==> config.mk <==
export PLATFORM = sky130hd
export DESIGN_NAME = mux_rr_arb
export DESIGN_NICKNAME = d
export VERILOG_FILES = /design/src/rtl/mux_rr_arb.sv
export SDC_FILE = /design/constraint.sdc
export NUM_CORES = 1
export LEC_CHECK = 0
export ABC_AREA = 0
export ABC_CLOCK_PERIOD_IN_PS = 2890
export CAP_MARGIN = 40
export CORE_UTILIZATION = 46
export DETAILED_ROUTE_END_ITERATION = 6
export PLACE_DENSITY = 0.91
export SYNTH_ARGS = -nofsm -noshare
export SYNTH_HDL_FRONTEND = slang
export SYNTH_SLANG_ARGS = --single-unit
==> constraint.sdc <==
create_clock -name clk -period 2.89 [get_ports clk]
set_input_delay 0.4335 -clock clk [delete_from_list [all_inputs] [get_ports clk]]
set_output_delay 0.4335 -clock clk [all_outputs]
set_load 0.05 [all_outputs]
==> src/rtl/mux_rr_arb.sv <==
// mux_rr_arb: N-channel registered multiplexer with valid/ready handshakes.
// The source is picked either by a fixed `sel` index or by round-robin
// arbitration, and the chosen beat lands in a one-entry output register
// that supports simultaneous drain and load for full throughput.
// Optional feature: define MUX_RR_ARB_CNT_EN to add the saturating 16-bit
// accepted-transfer counter on port `xfer_cnt`.
module mux_rr_arb #(
   parameter  int unsigned NR_CH    = 4,
   parameter  int unsigned DATA_LEN = 1,
   localparam int unsigned SEL_LEN  = $clog2(NR_CH)
) (
   input  logic                      clk,
   input  logic                      rst_n,
   input  logic                      mode,
   input  logic [SEL_LEN-1:0]        sel,
   input  logic [NR_CH-1:0]          in_valid,
   output logic [NR_CH-1:0]          in_ready,
   input  logic [NR_CH*DATA_LEN-1:0] in_data,
   output logic                      out_valid,
   input  logic                      out_ready,
   output logic [DATA_LEN-1:0]       out_data,
   output logic [SEL_LEN-1:0]        out_ch
`ifdef MUX_RR_ARB_CNT_EN
   ,
   output logic [15:0]               xfer_cnt
`endif
);

   logic [SEL_LEN-1:0] ptr;
   logic [SEL_LEN-1:0] grant;
   logic               grant_valid;
   logic               can_load;
   logic               load;
   logic [SEL_LEN-1:0] ptr_next;

   assign can_load = !out_valid || out_ready;
   assign load     = can_load && grant_valid && rst_n;

   // Grant selection: fixed index in mode 0, rotating search from ptr in mode 1.
   // An out-of-range sel simply matches no loop index and therefore never grants.
   always_comb begin
      int unsigned        idx;
      logic [SEL_LEN-1:0] idx_s;
      grant       = '0;
      grant_valid = 1'b0;
      idx         = 0;
      idx_s       = '0;
      if (!mode) begin
         for (int unsigned i = 0; i < NR_CH; i++) begin
            if (sel == SEL_LEN'(i) && in_valid[i]) begin
               grant       = SEL_LEN'(i);
               grant_valid = 1'b1;
            end
         end
      end else begin
         for (int unsigned k = 0; k < NR_CH; k++) begin
            idx = 32'(ptr) + k;
            if (idx >= NR_CH) begin
               idx = idx - NR_CH;
            end
            idx_s = idx[SEL_LEN-1:0];
            if (!grant_valid && in_valid[idx_s]) begin
               grant       = idx_s;
               grant_valid = 1'b1;
            end
         end
      end
   end

   // One-hot ready toward the granted channel only when the output slot is free.
   always_comb begin
      in_ready = '0;
      if (load) begin
         in_ready[grant] = 1'b1;
      end
   end

   // Pointer successor of the granted channel, wrapping at NR_CH-1.
   always_comb begin
      if (grant == SEL_LEN'(NR_CH - 1)) begin
         ptr_next = '0;
      end else begin
         ptr_next = grant + 1'b1;
      end
   end

   // Output register: load on transfer, clear valid on a drain without reload.
   always_ff @(posedge clk) begin
      if (!rst_n) begin
         out_valid <= 1'b0;
         out_data  <= '0;
         out_ch    <= '0;
      end else if (load) begin
         out_valid <= 1'b1;
         out_data  <= in_data[grant*DATA_LEN +: DATA_LEN];
         out_ch    <= grant;
      end else if (out_ready) begin
         out_valid <= 1'b0;
      end
   end

   // Round-robin pointer advances past the winner only in round-robin mode.
   always_ff @(posedge clk) begin
      if (!rst_n) begin
         ptr <= '0;
      end else if (load && mode) begin
         ptr <= ptr_next;
      end
   end

`ifdef MUX_RR_ARB_CNT_EN
   // Saturating count of accepted input transfers.
   always_ff @(posedge clk) begin
      if (!rst_n) begin
         xfer_cnt <= '0;
      end else if (load && xfer_cnt != 16'hFFFF) begin
         xfer_cnt <= xfer_cnt + 16'd1;
      end
   end
`endif

endmodule
# ---- Word level (Yosys, flattened, before mapping)
# Index checks and enable logic that the tools add are counted.
dict set report totals {
  wordCells 87
  in_bits 14
  reg_bits 6
}
dict set report classes {
  muxes 42
  eq_ne 4
  order_cmp 10
  shift 1
  reduce_logical 18
  addsub 8
}
# operator n
set ops {}
lappend ops {{$mux 2} 16}
lappend ops {{$mux 1} 20}
lappend ops {{$lt 2x3->1 const B} 5}
lappend ops {{$logic_and 1x1->1} 11}
lappend ops {{$ge 3x3->1 const B} 3}
lappend ops {{$bmux 1 s2} 4}
lappend ops {{$sub 2x1->2 const B} 4}
lappend ops {{$add 2x2->3 const B} 2}
lappend ops {{$eq 2x2->1 const B} 3}
lappend ops {{$logic_not 1->1} 4}
lappend ops {{$mux 4} 1}
lappend ops {{$shiftx 4x3->1} 1}
lappend ops {{$add 2x1->3 const B} 1}
lappend ops {{$ge 2x3->1 const B} 1}
lappend ops {{$add 2x1->2 const B} 1}
lappend ops {{$demux 1 s2} 1}
lappend ops {{$eq 2x1->1 const B} 1}
lappend ops {{$ge 2x1->1 const B} 1}
lappend ops {{$logic_not 2->1} 1}
lappend ops {{$reduce_bool 2->1} 1}
lappend ops {{$logic_or 1x1->1} 1}

# ---- Longest topological paths before layout
# Gate-level depths: netlist of run 1.
dict set report logic_depth {
  ltp_word 24
  ltp_mapped 9
}

# ---- Least setup slack after synthesis of run 1
# No wires, ideal clock.
dict set report synth_path {
  kind {in2out}
  from {input port in_valid[1]}
  to {output port in_ready[0]}
  path_stages 5
  setup_slack_ns 0.728
  t_required_ns 2.457
  arrival_ns 1.728
  cell_sequence {buf_2 > mux2i_1 > a211o_1 > a21oi_2 > and2_1}
}
dict set report synth_via {
  elab_chain_len 21
  elab_cells_between_ends 42
  classes_between {order compare (2); mux (30); reduce/logical (10)}
}
# element line
set synth_lines {}
lappend synth_lines {{from (decl)} 16} ;# input logic [NR_CH-1:0] in_valid,
lappend synth_lines {{$bmux 1 s2} 62} ;# if (!grant_valid && in_valid[idx_s]) begin
lappend synth_lines {{$mux 1 (not written as such)} 62}
lappend synth_lines {{$mux 1} 62}
lappend synth_lines {{$mux 1} 48} ;# if (!mode) begin
lappend synth_lines {{$logic_not 1->1} 62}
lappend synth_lines {{$logic_and 1x1->1} 62}
lappend synth_lines {{$mux 1} 62}
lappend synth_lines {{$mux 1} 48}
lappend synth_lines {{(+5 left out)} n/a}
lappend synth_lines {{$logic_and 1x1->1} 62}
lappend synth_lines {{$mux 2} 62}
lappend synth_lines {{$mux 2} 48}
lappend synth_lines {{$lt 2x3->1 (not written as such) or $ge 2x1->1 (tied branches)} 74} ;# in_ready[grant] = 1'b1;
lappend synth_lines {{$logic_and 1x1->1 (not written as such)} 74}
lappend synth_lines {{$mux 1 (not written as such)} 74}
lappend synth_lines {{$demux 1 s2} 74}
lappend synth_lines {{$mux 4 *} 73} ;# if (load) begin
lappend synth_lines {{to (decl)} 17} ;# output logic [NR_CH-1:0] in_ready,
# Every way passes the cells marked *; elsewhere a longest branch is shown, timed or not. The select of a mux whose other input is x is not followed.

# ---- Final worst setup path of run 1
dict set report layout_path {
  from {input port sel[0]}
  to {output port in_ready[3]}
}
dict set report layout_via {
  elab_cells_between_ends 25
  classes_between {order compare (2); eq/ne (3); mux (12); reduce/logical (8)}
}
# element line
set layout_rtl {}
lappend layout_rtl {{from (decl)} 15} ;# input logic [SEL_LEN-1:0] sel,
lappend layout_rtl {{$eq 2x2->1} 50} ;# if (sel == SEL_LEN'(i) && in_valid[i]) begin
lappend layout_rtl {{$logic_and 1x1->1} 50}
lappend layout_rtl {{$mux 2} 50}
lappend layout_rtl {{$mux 2 *} 50}
lappend layout_rtl {{$mux 2 *} 48}
lappend layout_rtl {{via grant[1]} 30} ;# logic [SEL_LEN-1:0] grant;
lappend layout_rtl {{$lt 2x3->1 (not written as such) or $ge 2x1->1 (tied branches)} 74}
lappend layout_rtl {{$logic_and 1x1->1 (not written as such)} 74}
lappend layout_rtl {{$mux 1 (not written as such)} 74}
lappend layout_rtl {{$demux 1 s2 *} 74}
lappend layout_rtl {{$mux 4 *} 73}
# The timed path passes the listed nets; every way through them passes the cells marked *.

==> impl_summary.txt, run 1 <==
----------------------------------------------------
[Status]
  Run status ... completed

[Critical path]
  Path depth of the worst reg2reg path ... 8
  Maximum fanout along the worst path ... 5
  Crit Reg-Reg Startpoint ... ptr[1]
  Register-to-register setup slack ... 0.96 ns
  Crit path launch type ... primary input
  Critical path start-end classification ... in -> out
  Crit Reg-Reg Endpoint ... ptr[1]
  CP Data Required Time ... 2.46 ns
  Capturing element type of the critical path ... output port
  Crit path DAT ... 2.32 ns

[Power and ir drop]
  Leakage power of the design ... 0.3958 nW
  Pwr Density ... 364.5 nW/µm²
  Power Internal ... 202.6 µW
  Proportion of power drawn by the clock network ... 23.6%
  Net Switching ... 112.5 µW
  Portion of total power attributed to sequential cells ... 31.1%
  Switching Fraction ... 35.71%
  Peak supply drop ... 0.0003036 V
  Power share of the combinational group ... 45.3%

[Synthesis]
  Synth Net Count ... 90
  Post-Syn Area ... 598.1 µm²
  Sequential element share of the synthesized area ... 20.08%
  FF+latch count, synth ... 6
  Mapped Avg Cell Area ... 8.307 µm²
  Yosys cell types ... 36
  Warnings, synthesis ... 0
  Number of cells produced by synthesis ... 72

[Layout]
  Number of antenna diodes ... 0
  Most common cell after layout, fill and taps aside ... sky130_fd_sc_hd__clkdlybuf4s50_1
  Share of cells above drive strength 1 ... 18.09%
  Syn-to-layout area delta ... 44.56%
  Number of filler instances in the final layout ... 87
  Most used cells in the layout excluding fill and tap cells ... sky130_fd_sc_hd__clkdlybuf4s50_1 (14), sky130_fd_sc_hd__nand2_1 (8), sky130_fd_sc_hd__mux2i_1 (7), sky130_fd_sc_hd__dfxtp_1 (6), sky130_fd_sc_hd__nor2_1 (5)
  Net count, final ... 114

[STA]
  Achievable Freq ... 0.3638 GHz
  RSZ-0062 raised after global routing ... false
  Final-report setup violation count ... 0
  TNS Setup ... 0 ns
  Number of pins exceeding their max-slew limit in the final report ... 0
  Tightest slew margin relative to the limit ... 67.26%
  Final hold violations ... 0
  Worst Max-Slew Pin Slew ... 0.4895 ns
  Worst setup skew after layout ... 0.003809 ns
  Final critical path time including I/O delays and setup ... 2.749 ns
  Smallest setup slack after layout ... 0.1410 ns
  Final cycle utilization of the critical path ... 95.12%

[GRT]
  Initial antenna violation count ... 0
  Maximum number of pins on one net before global-route repair ... 10
  Met3 Resource Use GR ... 2.326%
  Wire length of the first global-routing pass ... 2.194 mm
  GR met2 Demand/Resource ... 42.37%
  Fraction of met1 tracks used by global routing ... 21.79%
  Total global routing overflow ... 0
  Number of global-route vias before repair ... 573
  Total routing resource utilization after global routing ... 21.34%
  GR peak layer ... met2

[Route]
  DRC marker count from the first detailed-route iteration ... 7
  Number of search-and-repair iterations in the first detailed-routing pass ... 4
  Wire length reported by the detailed router ... 1.298 mm
  Vias per cell ... 5.537
  Per-cell routed wire length ... 12.02 µm
  Residual DRC ... 0
  Number of nets with antenna violations after routing ... 0
  Via Count ... 598

[Clocking]
  TritonCTS clock tree ... yes
  Sinks on Clock Net ... 6
  Longest Clk Path Bufs ... 2
  Clock Latency Late Sink ... 0.24 ns
  Clock edge transition at the registers on the reported setup and hold paths ... 0.04 ns
  Clock Tree Root ... sky130_fd_sc_hd__clkbuf_4
  Number of buffers added by the clock tree synthesis step ... 3
  Hold buffers post-CTS ... 0
  Number of levels in the clock H-tree ... 1

[Floorplan]
  Die Area ... 1448 µm²
  Chip Height ... 38.06 µm
  Horizontal die dimension ... 38.06 µm
  Count of pins on the block boundary ... 22
  Initial cell density of the core ... 51.73%
  Number of placement rows ... 12
  CORE AREA ... 1156 µm²

[Placed design]
  Final estimated routing congestion in global placement ... 0.7796
  HPWL after detailed placement ... 1.029 mm
  Pre-CTS setup slack ... 0.05830 ns
  Port bufs ... 21

[Hold path]
  Hold path cells ... 2
  Hold Path End ... out_ch[0]
  Min-delay src ... out_ch[0]
  Path category of the worst min-delay check ... reg -> reg

[Run]
  Max-cap check violation count ... 0

----------------------------------------------------
-- critical path, stage by stage --
cell and delay [ns]:
sky130_fd_sc_hd__clkdlybuf4s50_1 0.53, sky130_fd_sc_hd__mux2_1 0.33, sky130_fd_sc_hd__a21oi_1 0.22, sky130_fd_sc_hd__a41oi_2 0.06, sky130_fd_sc_hd__o21ai_2 0.14, sky130_fd_sc_hd__inv_1 0.10
sky130_fd_sc_hd__ha_1 0.18, sky130_fd_sc_hd__and2_1 0.13, sky130_fd_sc_hd__buf_4 0.18
-- Yosys cell counts --
cell / n / area [µm²]
sky130_fd_sc_hd__nor2_1: 5 / 18.77
sky130_fd_sc_hd__buf_6: 1 / 11.26
sky130_fd_sc_hd__a22o_1: 1 / 8.760
sky130_fd_sc_hd__buf_2: 1 / 5.000
sky130_fd_sc_hd__nor3_2: 1 / 10.01
sky130_fd_sc_hd__a32oi_1: 1 / 8.760
sky130_fd_sc_hd__ha_1: 4 / 50.05
sky130_fd_sc_hd__o221ai_1: 1 / 8.760
sky130_fd_sc_hd__and2_1: 4 / 25.02
sky130_fd_sc_hd__mux2_4: 1 / 15.01
sky130_fd_sc_hd__o21ai_2: 1 / 8.760
sky130_fd_sc_hd__a31oi_1: 1 / 6.260
sky130_fd_sc_hd__nor2b_1: 1 / 6.260
sky130_fd_sc_hd__o21ai_1: 1 / 5.000
sky130_fd_sc_hd__a41oi_1: 1 / 8.760
sky130_fd_sc_hd__nand4_1: 1 / 6.260
sky130_fd_sc_hd__o32a_2: 1 / 11.26
sky130_fd_sc_hd__clkbuf_1: 1 / 3.750
sky130_fd_sc_hd__inv_2: 1 / 3.750
sky130_fd_sc_hd__a22oi_1: 1 / 7.510
sky130_fd_sc_hd__a211o_1: 1 / 8.760
sky130_fd_sc_hd__mux2_1: 1 / 11.26
sky130_fd_sc_hd__a2bb2oi_2: 1 / 15.01
sky130_fd_sc_hd__nand2b_1: 3 / 18.77
sky130_fd_sc_hd__nand2_1: 8 / 30.03
sky130_fd_sc_hd__a21oi_2: 1 / 8.760
sky130_fd_sc_hd__nand3_1: 1 / 5.000
sky130_fd_sc_hd__mux2i_1: 7 / 70.07
sky130_fd_sc_hd__inv_1: 4 / 15.01
sky130_fd_sc_hd__dfxtp_1: 6 / 120.1
sky130_fd_sc_hd__a21oi_1: 3 / 15.01
sky130_fd_sc_hd__or2_2: 1 / 6.260
sky130_fd_sc_hd__a41oi_2: 1 / 16.27
sky130_fd_sc_hd__a211oi_1: 1 / 7.510
sky130_fd_sc_hd__and2b_1: 2 / 15.01
sky130_fd_sc_hd__nor4_1: 1 / 6.260
-- through the flow --
step	total power [mW]	util (%)	hold slack [ns]	instances	cell area [µm²]
after global placement	0.2395	71.65	0.4487	105	828.3
after CTS	0.3185	73.59	0.4597	108	850.8
after global routing	0.3360	74.78	0.4850	108	864.6
final	0.3152	74.78	0.4525	108	864.6
after floorplan	0.1887	-	0.5413	72	598.1
after detailed placement	0.2411	71.65	0.4487	105	828.3
-- power by group through the flow --
stage / Sequential, mW / Clock (mW) / Combinational [mW]
6_report: 0.0980 / 0.0744 / 0.143
3_5_place_dp: 0.0991 / 0 / 0.142
5_1_grt: 0.0991 / 0.0837 / 0.153
4_1_cts: 0.0980 / 0.0781 / 0.142
2_1_floorplan: 0.117 / 0 / 0.0717
3_3_place_gp: 0.0987 / 0 / 0.141
-- layout make-up --
| cell class | count | area [µm²] | share of cell area, % |
|---|---|---|---|
| tap | 14 | 17.52 | 2.026 |
| clock buffer | 3 | 22.52 | 2.605 |
| multi-input combinational | 58 | 445.4 | 51.52 |
| inverter | 5 | 18.77 | 2.171 |
| timing repair buffer | 22 | 240.2 | 27.79 |
| sequential | 6 | 120.1 | 13.89 |
-- cells by family after synthesis --
| family | Yosys count | synth area share, % |
|---|---|---|
| simple gates | 28 | 24.69 |
| compound gates | 17 | 24.27 |
| mux | 9 | 16.11 |
| buf+inv | 8 | 6.482 |
| flops | 6 | 20.08 |
| fa+ha+maj | 4 | 8.369 |
-- layer usage --
layer	vias to the layer above	wire length [µm]
met5	-	0
met3	0	53
met4	0	0
met1	281	577
met2	14	667
li1	303	-
-- flip-flops by register name, summed over array words and instances (netlist names) --
name	flops
out_valid	1
out_data	1
out_ch	2
ptr	2
-- how the worst max path moves through the flow --
stage / startpoint / endpoint / slack (ns) / depth (start not counted)
5_1_grt: sel[0] / in_ready[3] / 0.03 / 9
6_report: sel[0] / in_ready[3] / 0.14 / 9
2_1_floorplan: in_valid[1] / in_ready[0] / 0.73 / 5
3_3_place_gp: in_valid[3] / in_ready[2] / 0.14 / 9
3_5_place_dp: in_valid[2] / in_ready[3] / 0.06 / 9
4_1_cts: in_valid[2] / in_ready[3] / 0.06 / 9
-- repair_timing --
action / CTS / global route
buffers inserted: 0 / 0
resized for setup: 0 / 4
endpoints found under the setup margin: 0 / 2
(Power assumes the default switching activity.)
==> inputs of run 2 (changes only) <==
Settings changed: REMOVE_ABC_BUFFERS set to 1.
==> impl_summary.txt, run 2 (synthesized netlist as in run 1, its figures left out) <==
----------------------------------------------------
[Clocking]
  Number of gates resized after CTS ... 0 (unchanged)
  Number of levels in the clock H-tree ... 1 (unchanged)
  Hold buffers post-CTS ... 0 (unchanged)
  Clock Latency Late Sink ... 0.24 ns (about the same)
  Longest Clk Path Bufs ... 2 (unchanged)
  Clock edge transition at the registers on the reported setup and hold paths ... 0.04 ns (about the same)
  TritonCTS clock tree ... yes
  Number of buffers added by the clock tree synthesis step ... 3 (unchanged)
  Clock Tree Root ... sky130_fd_sc_hd__clkbuf_4
  Sinks on Clock Net ... 6 (unchanged)
  Post-CTS Setup Inserts ... 0 (unchanged)

[Power and ir drop]
  Leakage power of the design ... 0.3829 nW (-3.3%)
  Pwr Density ... 368.6 nW/µm² (+1.1%)
  Peak supply drop ... 0.0002695 V (-11%)
  Pwr Total ... 321.9 µW (+2.1%)

[STA]
  Smallest setup slack after layout ... 0.1242 ns (-0.01680 ns)
  Final-report setup violation count ... 0 (unchanged)
  Final critical path time including I/O delays and setup ... 2.766 ns (+0.01680 ns)
  Final cycle utilization of the critical path ... 95.70% (+0.58 points)
  Tightest slew margin relative to the limit ... 66.97% (-0.30 points)
  RSZ-0062 raised after global routing ... false
  Worst Max-Slew Pin Slew ... 0.4939 ns (+0.004418 ns)
  Worst setup skew after layout ... 0.0004768 ns (-0.003332 ns)
  TNS Setup ... 0 ns (unchanged)
  Achievable Freq ... 0.3616 GHz (-0.61%)
  Number of pins exceeding their max-slew limit in the final report ... 0 (unchanged)
  Final hold violations ... 0 (unchanged)
  Final hold slack ... 0.4577 ns (+0.005197 ns)

[Critical path]
  Crit path DAT ... 2.33 ns (about the same)
  Critical path start-end classification ... in -> out
  Crit path launch type ... primary input
  Capturing element type of the critical path ... output port
  Maximum fanout along the worst path ... 8 (+3)
  CP Data Required Time ... 2.46 ns (about the same)

[GRT]
  Initial antenna violation count ... 0 (unchanged)
  Wire length of the first global-routing pass ... 2.346 mm (+6.9%)
  GR peak layer ... met2
  Total routing resource utilization after global routing ... 22.80% (+1.5 points)
  Met3 Resource Use GR ... 1.744% (-0.58 points)
  Total global routing overflow ... 0 (unchanged)
  Number of global-route vias before repair ... 579 (+1.0%)
  GR met2 Demand/Resource ... 44.49% (+2.1 points)
  Fraction of met1 tracks used by global routing ... 25.00% (+3.2 points)
  Maximum number of pins on one net before global-route repair ... 10 (unchanged)

[Placed design]
  HPWL after detailed placement ... 1.123 mm (+9.1%)
  Pre-CTS setup slack ... 0.03924 ns (-0.01906 ns)
  Placed Instance Area ... 848.3 µm² (+2.4%)
  Placed instance count ... 106 (+0.95%)
  Port bufs ... 21 (unchanged)
  Final estimated routing congestion in global placement ... 0.7904 (+1.4%)

[Status]
  Run status ... completed

[Route]
  Number of search-and-repair iterations in the first detailed-routing pass ... 4 (unchanged)
  Per-cell routed wire length ... 13.41 µm (+12%)
  DRC marker count from the first detailed-route iteration ... 10 (+3)
  Residual DRC ... 0 (unchanged)
  Via Count ... 603 (+0.84%)
  Wire length reported by the detailed router ... 1.462 mm (+13%)
  Number of nets with antenna violations after routing ... 0 (unchanged)
  Vias per cell ... 5.532 (about the same)

[Layout]
  Syn-to-layout area delta ... 46.03%
  Net count, final ... 115 (+0.88%)
  Cell area after layout ... 873.3 µm² (+1.0%)
  Most used cells in the layout excluding fill and tap cells ... sky130_fd_sc_hd__clkdlybuf4s50_1 (16), sky130_fd_sc_hd__nand2_1 (8), sky130_fd_sc_hd__mux2i_1 (7), sky130_fd_sc_hd__dfxtp_1 (6), sky130_fd_sc_hd__nor2_1 (5)
  Final core area utilization ... 75.54% (+0.76 points)
  Number of antenna diodes ... 0 (unchanged)
  Most common cell after layout, fill and taps aside ... sky130_fd_sc_hd__clkdlybuf4s50_1
  Final standard cell count with taps included and fillers excluded ... 109 (+0.93%)
  Share of cells above drive strength 1 ... 18.95% (+0.86 points)
  Regs by FF count ... out_ch (2), ptr (2)

[Floorplan]
  CORE AREA ... 1156 µm² (unchanged)
  Die Area ... 1448 µm² (unchanged)
  Number of placement rows ... 12 (unchanged)
  Chip Height ... 38.06 µm (unchanged)
  Count of pins on the block boundary ... 22 (unchanged)
  Initial cell density of the core ... 51.73% (unchanged)
  Horizontal die dimension ... 38.06 µm (unchanged)

[Run]
  Max-cap check violation count ... 0 (unchanged)

[Hold path]
  Path category of the worst min-delay check ... reg -> reg

----------------------------------------------------
## run 2: final timing paths
| kind | start | endpoint | slack, ns | cells after the start |
|---|---|---|---|---|
| max | in_valid[0] | in_ready[3] | 0.12 | 9 |
| min | out_ch[0] | out_ch[0] | 0.46 | 2 |
| max reg2reg | ptr[1] | ptr[1] | 0.97 | 8 |
| min reg2reg | out_ch[0] | out_ch[0] | 0.46 | 2 |
## run 2: final cells by class
type / count / area [µm²]
clock buffers: 3 / 22.52
well taps: 14 / 17.52
flip-flops and latches: 6 / 120.1
fillers: 80 / 282.8
inverters: 5 / 18.77
repair buffers: 23 / 255.2
multi-input cells: 58 / 439.2
## run 2: critical path: stages
cell and delay [ns]:
sky130_fd_sc_hd__clkdlybuf4s50_1 0.55, sky130_fd_sc_hd__nor4_1 0.23, sky130_fd_sc_hd__a41oi_1 0.10, sky130_fd_sc_hd__a2bb2oi_2 0.17, sky130_fd_sc_hd__o21ai_2 0.24, sky130_fd_sc_hd__inv_1 0.10
sky130_fd_sc_hd__ha_1 0.18, sky130_fd_sc_hd__and2_1 0.14, sky130_fd_sc_hd__buf_4 0.19
## run 2: where the power goes
part / leakage (nW) / total (mW) / switching, mW / internal (mW)
registers: 0.0495 / 0.0979 / 0.00689 / 0.0910
clock network: 0.0138 / 0.0759 / 0.0290 / 0.0469
logic: 0.320 / 0.148 / 0.0800 / 0.0681
## run 2: per-layer routing
metal,wire length [µm],share of wire (%)
met1,630,43
met3,77,5.3
met2,749,51
met4,6,0.41
met5,0,0
